<file path="src/rtl/ps2_kbd_rx.sv">
// PS/2 keyboard receiver: synchronizes and filters the raw PS/2 pins, assembles
// 11-bit frames and folds E0/F0 prefixes into single-cycle key events.
module ps2_kbd_rx #(
   parameter int FILTER_LEN     = 8,
   parameter int TIMEOUT_CYCLES = 100000
) (
   input  logic       clk,
   input  logic       reset,
   input  logic       ps2_clk,
   input  logic       ps2_data,
   output logic       key_valid,
   output logic [7:0] key_code,
   output logic       key_ext,
   output logic       key_release,
   output logic       frame_err
);

   localparam int FW = $clog2(FILTER_LEN + 1);
   localparam int TW = $clog2(TIMEOUT_CYCLES + 1);

   typedef enum logic [1:0] {
      S_IDLE   = 2'd0,
      S_DATA   = 2'd1,
      S_PARITY = 2'd2,
      S_STOP   = 2'd3
   } state_t;

   // Odd parity over the eight data bits plus the parity bit.
   function automatic logic odd_parity_ok(input logic [7:0] d, input logic p);
      return ^{d, p};
   endfunction

   logic          clk_meta_r, clk_sync_r, data_meta_r, data_sync_r;
   logic          fclk_r, fclk_d_r;
   logic [FW-1:0] filt_cnt_r;
   logic          fall_s;

   state_t        state_r, state_nxt_s;
   logic [2:0]    bit_cnt_r;
   logic [7:0]    shift_r;
   logic          parity_r;
   logic [TW-1:0] to_cnt_r;
   logic          ext_pend_r, brk_pend_r;

   logic          timeout_s, start_s, shift_en_s, par_en_s;
   logic          frame_good_s, frame_bad_s, is_e0_s, is_f0_s, emit_s;

   // Two-flop synchronizers for both PS/2 pins.
   always_ff @(posedge clk or posedge reset) begin
      if (reset) begin
         clk_meta_r  <= 1'b1;
         clk_sync_r  <= 1'b1;
         data_meta_r <= 1'b1;
         data_sync_r <= 1'b1;
      end else begin
         clk_meta_r  <= ps2_clk;
         clk_sync_r  <= clk_meta_r;
         data_meta_r <= ps2_data;
         data_sync_r <= data_meta_r;
      end
   end

   // Glitch filter: fclk follows the synced clock only after FILTER_LEN differing samples.
   always_ff @(posedge clk or posedge reset) begin
      if (reset) begin
         fclk_r     <= 1'b1;
         fclk_d_r   <= 1'b1;
         filt_cnt_r <= '0;
      end else begin
         fclk_d_r <= fclk_r;
         if (clk_sync_r == fclk_r) begin
            filt_cnt_r <= '0;
         end else if (filt_cnt_r == FW'(FILTER_LEN - 1)) begin
            fclk_r     <= clk_sync_r;
            filt_cnt_r <= '0;
         end else begin
            filt_cnt_r <= filt_cnt_r + FW'(1);
         end
      end
   end

   assign fall_s = fclk_d_r & ~fclk_r;
   // A fall in the same cycle as the limit wins, so timeout excludes it.
   assign timeout_s = (state_r != S_IDLE) && !fall_s && (to_cnt_r == TW'(TIMEOUT_CYCLES - 1));

   // Frame FSM state register.
   always_ff @(posedge clk or posedge reset) begin
      if (reset) begin
         state_r <= S_IDLE;
      end else begin
         state_r <= state_nxt_s;
      end
   end

   // Frame FSM next-state logic.
   always_comb begin
      state_nxt_s = state_r;
      case (state_r)
         S_IDLE: begin
            if (fall_s && !data_sync_r) state_nxt_s = S_DATA;
            else                        state_nxt_s = S_IDLE;
         end
         S_DATA: begin
            if (timeout_s)                           state_nxt_s = S_IDLE;
            else if (fall_s && bit_cnt_r == 3'd7)    state_nxt_s = S_PARITY;
            else                                     state_nxt_s = S_DATA;
         end
         S_PARITY: begin
            if (timeout_s)   state_nxt_s = S_IDLE;
            else if (fall_s) state_nxt_s = S_STOP;
            else             state_nxt_s = S_PARITY;
         end
         S_STOP: begin
            if (timeout_s || fall_s) state_nxt_s = S_IDLE;
            else                     state_nxt_s = S_STOP;
         end
         default: state_nxt_s = S_IDLE;
      endcase
   end

   // Frame FSM control decode.
   always_comb begin
      start_s      = 1'b0;
      shift_en_s   = 1'b0;
      par_en_s     = 1'b0;
      frame_good_s = 1'b0;
      frame_bad_s  = timeout_s;
      case (state_r)
         S_IDLE:   start_s    = fall_s & ~data_sync_r;
         S_DATA:   shift_en_s = fall_s;
         S_PARITY: par_en_s   = fall_s;
         S_STOP: begin
            if (fall_s) begin
               frame_good_s = data_sync_r & odd_parity_ok(shift_r, parity_r);
               frame_bad_s  = ~(data_sync_r & odd_parity_ok(shift_r, parity_r));
            end else begin
               frame_good_s = 1'b0;
               frame_bad_s  = timeout_s;
            end
         end
         default: begin
            start_s      = 1'b0;
            frame_good_s = 1'b0;
         end
      endcase
   end

   assign is_e0_s = (shift_r == 8'hE0);
   assign is_f0_s = (shift_r == 8'hF0);
   assign emit_s  = frame_good_s & ~is_e0_s & ~is_f0_s;

   // Shift register, bit counter and inter-fall timeout counter.
   always_ff @(posedge clk or posedge reset) begin
      if (reset) begin
         bit_cnt_r <= 3'd0;
         shift_r   <= 8'h00;
         parity_r  <= 1'b0;
         to_cnt_r  <= '0;
      end else begin
         if (start_s)         bit_cnt_r <= 3'd0;
         else if (shift_en_s) bit_cnt_r <= bit_cnt_r + 3'd1;
         if (shift_en_s) shift_r  <= {data_sync_r, shift_r[7:1]};
         if (par_en_s)   parity_r <= data_sync_r;
         if (state_r == S_IDLE || fall_s) to_cnt_r <= '0;
         else                             to_cnt_r <= to_cnt_r + TW'(1);
      end
   end

   // Prefix tracking and registered key event outputs.
   always_ff @(posedge clk or posedge reset) begin
      if (reset) begin
         ext_pend_r  <= 1'b0;
         brk_pend_r  <= 1'b0;
         key_valid   <= 1'b0;
         frame_err   <= 1'b0;
         key_code    <= 8'h00;
         key_ext     <= 1'b0;
         key_release <= 1'b0;
      end else begin
         key_valid <= emit_s;
         frame_err <= frame_bad_s;
         if (frame_bad_s || emit_s) begin
            ext_pend_r <= 1'b0;
            brk_pend_r <= 1'b0;
         end else if (frame_good_s && is_e0_s) begin
            ext_pend_r <= 1'b1;
         end else if (frame_good_s && is_f0_s) begin
            brk_pend_r <= 1'b1;
         end
         if (emit_s) begin
            key_code    <= shift_r;
            key_ext     <= ext_pend_r;
            key_release <= brk_pend_r;
         end
      end
   end

endmodule

</file>
<file path="config.mk">
export PLATFORM = sky130hd
export DESIGN_NAME = ps2_kbd_rx
export DESIGN_NICKNAME = d
export VERILOG_FILES = /design/src/rtl/ps2_kbd_rx.sv
export SDC_FILE = /design/constraint.sdc
export NUM_CORES = 1
export LEC_CHECK = 0
export CORE_MARGIN = 10
export CORE_UTILIZATION = 55
export CTS_BUF_LIST = sky130_fd_sc_hd__clkbuf_16
export DETAILED_ROUTE_END_ITERATION = 16
export DONT_BUFFER_PORTS = 1
export PLACE_DENSITY = 0.66
export SLEW_MARGIN = 20
export SYNTH_ARGS = -nofsm -noshare
export SYNTH_HDL_FRONTEND = slang
export SYNTH_SLANG_ARGS = --single-unit
export TNS_END_PERCENT = 30
</file>
<file path="constraint.sdc">
create_clock -name clk -period 3.3 [get_ports clk]
set_clock_uncertainty 0.2 [all_clocks]
set_input_delay 0.495 -clock clk [delete_from_list [all_inputs] [get_ports clk]]
set_output_delay 0.495 -clock clk [all_outputs]
set_load 0.02 [all_outputs]
</file>
==> results.toml, run 1 <==
[clock_tree]
numCtsBuffers = 5
cts_setup_buffers = 0
cts.sinks = 55
clk_pin_slew_ns = 0.06
htree_levels = 2
clock-root-buffer = "clkbuf_16"
clockBufferDepth = 2
cts_tree = "yes"
clk_latency_ns = 0.28

[worst_hold_path]
min_to = "clk_sync_r"
hp-class = "flip-flop to flip-flop"
worstHoldStart = "clk_meta_r"
hold_depth = 0

[layout]
area_delta_synth_final_pct = 12.1
fin_cells = 271
drive_above_1_share_pct = 18.7
final_cell_area_um2 = 2780
final_nets = 226
antenna_cells = 0

[sta]
hold_viol = 0
setup_tns_ns = 0
period_share_pct = 74.1
max_slew_margin_pct = 56.2
fin_ws_ns = 0.855
fmax_mhz = 409
slew_violations = 0
setup_viol = 0
post-route-min-period_ns = 2.45
tightest_slew_ns = 0.650
rsz0062_at_grt = "false"

[synthesis]
muxShareOfSynthArea_pct = 9.59
ys_seq_elements = 55
synthSimpleGateAreaFrac_pct = 16.7
synthTopCellsByArea = "dfrtp_1, dfstp_2, mux2_4, mux2_2, nor2_1"
syn_inst = 208
synth_top_family_by_area = "simple AND/OR/NAND/NOR gates"
netlist.area_leader.share_pct = 49.4
synth_area_um2 = 2480
ys_types = 41
ys_seq_area_share_pct = 55.8
yosys.area.top_type = "dfrtp_1"
synthAdderAreaFrac_pct = 2.02
synth-xor-area-share_pct = 8.98
synth_compound_area_share_pct = 5.25
avgSynthCellArea_um2 = 11.9
syn_nets = 216
yosysWarnings = 0

[floorplanning]
fp.dieW_um = 87.2
die_area_um2 = 7600
io_pins = 16
die_y_um = 87.2
fp-row-count = 24
core_area_um2 = 4350
initial_utilization_pct = 57.0

[placement]
port-buffer-count = 0
place_ws_ns = 0.840
placed_area_um2 = 2560
dpl.cell_count = 260
dp_hpwl_um = 3190
gp_congestion = 0.856

[routing]
wl_um = 4250
final_antenna_net_count = 0
vias = 1549
first_pass_iters = 4
drt_iter0_drc = 73
drc = 0
wire_per_inst_um = 15.7
via_per_inst = 5.72

[worst_setup_path]
arrival_ns = 2.39
cp-end-kind = "flip-flop"
critPathMaxFanout = 18
reg2reg_from = "fclk_r"
crit_type = "flip-flop to flip-flop"
r2r_slack_ns = 0.85
cp.required_ns = 3.24
r2r_cells = 6
worstReg2RegEnd = "state_r[1]"
cp-start-kind = "flip-flop"

[power]
p_leak_uw = 0.00126
irDropWorstVdd_v = 0.000285
power_density_nw_per_um2 = 628
p_total_uw = 1750

[grt]
grt-ovfl-total = 0
grt_pass1_wl_um = 7600
grt_max_degree = 23
grt_usage_pct = 12.3
antenna_found_initial = 0
grt_pass1_vias = 1584

[run_status]
status = "finished clean"

[flow_run]
maxCapViolations = 0
[synth_stat cells]
master and n:
a21oi_1 4, a31oi_1 2, a41oi_1 1, and2_1 1, and3_1 4, and4_1 1
and4b_1 1, clkbuf_1 4, dfrtp_1 49, dfstp_2 6, ha_1 4, inv_1 7
mux2_2 8, mux2_4 7, mux2i_1 2, mux2i_4 1, nand2_1 13, nand2b_1 1
nand3_1 3, nand4_1 6, nand4b_1 2, nor2_1 24, nor2_8 1, nor2b_1 3
nor3_1 6, nor3b_1 1, nor4_1 2, nor4_2 1, o21ai_0 8, o21ai_1 1
o21bai_1 1, o221ai_1 1, o22a_2 2, o31ai_1 1, or2_2 2, or3_1 2
or4_1 3, xnor2_1 10, xnor3_2 1, xor2_1 10, xor3_1 1
[flip-flops by register name (all words and copies together), names as in the netlist, 2 cells and up]
name        count
bit_cnt_r       3
filt_cnt_r      4
key_code        8
shift_r         8
state_r         2
to_cnt_r       17
[per-layer routing]
layer | global-route usage, % | up-vias | part of all wire [%]
met5 | 0 | - | 0
met4 | 4.78 | 0 | 1.8
met3 | 3.75 | 9 | 4.1
met2 | 19.9 | 28 | 50
met1 | 15.0 | 762 | 44
li1 | - | 750 | -
[critical path: stages, from the launching register on]
cell	delay, ns
dfstp_2	0.58
nand2b_1	0.15
o21ai_1	0.07
buf_4	0.20
or4_1	0.43
nor4_2	0.49
o21ai_0	0.18
[report_power, final]
part | leakage (uW) | internal, uW | switching, uW | total, uW
registers | 0.000739 | 746 | 69.5 | 816
logic | 0.000429 | 128 | 148 | 276
clock network | 0.0000952 | 432 | 223 | 654
total | 0.00126 | 1310 | 440 | 1750
[metrics by stage]
step           util (%)  hold slack, ns
2_1_floorplan         -           0.145
3_3_place_gp       58.8           0.145
3_5_place_dp       58.8           0.147
4_1_cts            63.8           0.157
5_1_grt            63.8           0.157
6_report           63.8           0.157
[worst max-delay path by stage]
stage               startpoint  depth (start not counted)          to  slack, ns
finish                  fclk_r                          6  state_r[1]       0.85
CTS                     fclk_r                          6  state_r[0]       0.82
global route            fclk_r                          6  state_r[1]       0.71
global placement        fclk_r                          6  state_r[0]       0.95
floorplan               fclk_r                          5  state_r[0]       1.15
detailed placement      fclk_r                          6  state_r[0]       0.84
[cell families (layout without fill, tap and decap cells)]
logic type | Yosys count | count (layout)
AOI/OAI and AO/OA | 21 | 21
DFF | 55 | 55
and+or+nand+nor | 77 | 77
xor gates and xnor gates | 22 | 22
muxes | 18 | 18
buffers and inverters | 11 | 22
adders and majority gates | 4 | 4
[cells in the final DEF, fill, tap and decap left out, types with 2 or more instances in the layout]
cell type	instances
mux2i_1	2
nor2_1	24
xor2_1	10
bufinv_16	2
nor2b_1	3
nand2_1	13
a21oi_1	4
or2_2	2
nand4b_1	2
inv_1	7
o21ai_0	8
buf_4	4
o22a_2	2
ha_1	4
dlygate4sd3_1	3
a31oi_1	2
xnor2_1	10
nand4_1	6
nor4_1	2
mux2_4	7
dfrtp_1	49
nor3_1	6
nand3_1	3
and3_1	4
dfstp_2	6
mux2_2	8
or4_1	3
or3_1	2
clkbuf_16	5
[repair_timing]
item / in CTS / in global routing
hold buffers: 3 / 0
endpoints found under the hold margin: 16 / 0
gates resized for setup: 0 / 0
[layout make-up]
type / count / area (um2)
fillers: 354 / 1580
repair buffers: 7 / 60.1
well taps: 52 / 65.1
inverters: 7 / 26.3
multi-input cells: 142 / 1050
clock inverters: 3 / 63.8
clock buffers: 5 / 125
flip-flops and latches: 55 / 1380
Note: power is estimated with default switching activity, not from simulation.
==> run 2: changes to the inputs <==
Settings changed: PLACE_DENSITY 0.66 to 0.69.
Clock period 3.3 ns to 2.2 ns, I/O delays scaled along.
==> run 2 against run 1 <==
- power increased by 41%
- non-clock buffer count grew 7
- routed wire length increased by 6.5%
- fmax is 15% higher
- die area stayed put
- worst hold slack better by 0.0017 ns
- combinational power rose by 78%
- clock-buffer cell count unchanged
- critical path depth down 1
- critical endpoint is now key_ext
- largest cell class unchanged
- largest power group unchanged
==> results.toml, run 2 (synthesis gave the netlist of run 1 again) <==
[run_status]
status = "finished clean"

[worst_setup_path]
arrival_ns = 2.11
cp-start-kind = "flip-flop"
r2r_slack_ns = 0.07
worstReg2RegEnd = "key_ext"
crit_type = "flip-flop to flip-flop"
reg2reg_from = "shift_r[1]"
cp-end-kind = "flip-flop"
critPathMaxFanout = 9
cp.required_ns = 2.18
r2r_cells = 5

[sta]
tightest_slew_ns = 0.667
post-route-min-period_ns = 2.13
hold_viol = 0
slew_violations = 0
setup_viol = 0
setup_tns_ns = 0
max_slew_margin_pct = 55.2
period_share_pct = 97.0
rsz0062_at_grt = "false"
fmax_mhz = 469

[floorplanning]
fp.dieW_um = 87.2
die_area_um2 = 7600
initial_utilization_pct = 57.0
die_y_um = 87.2
fp-row-count = 24
io_pins = 16
core_area_um2 = 4350

[grt]
met2_usage_pct = 20.9
grtUsageMet3_pct = 2.90
grt-busiest-layer = "met2"
grt-ovfl-total = 0
grt_usage_pct = 12.8
grt_max_degree = 31
grt_pass1_wl_um = 7850
antenna_found_initial = 0
grt_util_met1_pct = 15.3
grt_pass1_vias = 1699

[layout]
area_delta_synth_final_pct = 13.9
final_nets = 233
final_cell_mix = "dfrtp_1, nor2_1, nand2_1"
largest_reg_flops = 17
drive_above_1_share_pct = 23.0
largestRegisters = "to_cnt_r x17, key_code x8, shift_r x8"
top_register = "to_cnt_r"
final_common_cell = "dfrtp_1"
antenna_cells = 0
fill_cells = 341

[power]
irDropWorstVdd_v = 0.000412
power_density_nw_per_um2 = 874
p_leak_uw = 0.00128
p_total_uw = 2470

[routing]
final_antenna_net_count = 0
wl_um = 4530
drt_iter0_drc = 89
first_pass_iters = 4
wire_per_inst_um = 16.3
via_per_inst = 5.65
vias = 1572
drc = 0

[clock_tree]
htree_levels = 2
cts.sinks = 55
numCtsBuffers = 5
clock-root-buffer = "clkbuf_16"
clk_latency_ns = 0.29
clk_pin_slew_ns = 0.07
clockBufferDepth = 2
cts_tree = "yes"

[worst_hold_path]
worstHoldStart = "data_meta_r"
hold_depth = 0
min_to = "data_sync_r"
hp-class = "flip-flop to flip-flop"

[placement]
port-buffer-count = 0
dp_hpwl_um = 3380
gp_congestion = 0.824

[flow_run]
maxCapViolations = 0
## run 2: final cells by class
type                            count  area, um2  area share, %
Tap cell                           52       65.1           2.30
Inverter                            7       26.3          0.930
Clock buffer                        5        125           4.43
Multi-Input combinational cell    142       1080           38.3
Clock inverter                      3       16.3          0.576
Sequential cell                    55       1380           49.0
Timing Repair Buffer               14        125           4.43
## run 2: how the worst max path moves through the flow
stage | slack (ns) | end | from
after floorplan | 0.05 | state_r[0] | fclk_r
after CTS | 0.05 | key_ext | shift_r[1]
after global routing | 0.002 | key_code[5] | shift_r[1]
final | 0.07 | key_ext | shift_r[1]
after detailed placement | 0.05 | to_cnt_r[16] | to_cnt_r[0]
after global placement | 0.1 | to_cnt_r[16] | to_cnt_r[0]
## run 2: what timing repair did
action / CTS / global route
hold endpoints to repair: 27 / 0
gates resized for setup: 0 / 5
setup buffers: 0 / 0
hold buffers: 3 / 0
setup endpoints to repair: 0 / 4
## run 2: stage by stage
stage	setup WS, ns	std cells	hold slack, ns	cell area, um2	utilization [%]
final	0.0656	278	0.158	2820	64.9
after global routing	0.00172	278	0.168	2820	64.9
after CTS	0.0456	278	0.160	2800	64.2
after detailed placement	0.0506	267	0.0933	2630	60.3
after global placement	0.0957	267	0.0885	2630	60.3
after floorplan	0.0527	208	0.134	2480	-
## run 2: routing by layer
layer / share of wire [%] / vias to the layer above / routed length (um)
met5: 0 / - / 0
met4: 2.0 / 0 / 91
met3: 4.6 / 9 / 208
met2: 48 / 28 / 2190
met1: 45 / 773 / 2040
li1: - / 762 / -
## run 2: critical path, stage by stage (launching register included)
cell and delay [ns]:
dfrtp_1 0.39, xor2_1 0.17, xnor3_2 0.50, mux2i_4 0.24, nor2_8 0.21, mux2_4 0.32
## run 2: power breakdown
part	internal, uW	switching [uW]
Sequential	1120	99.7
Clock	416	340
Combinational	236	256
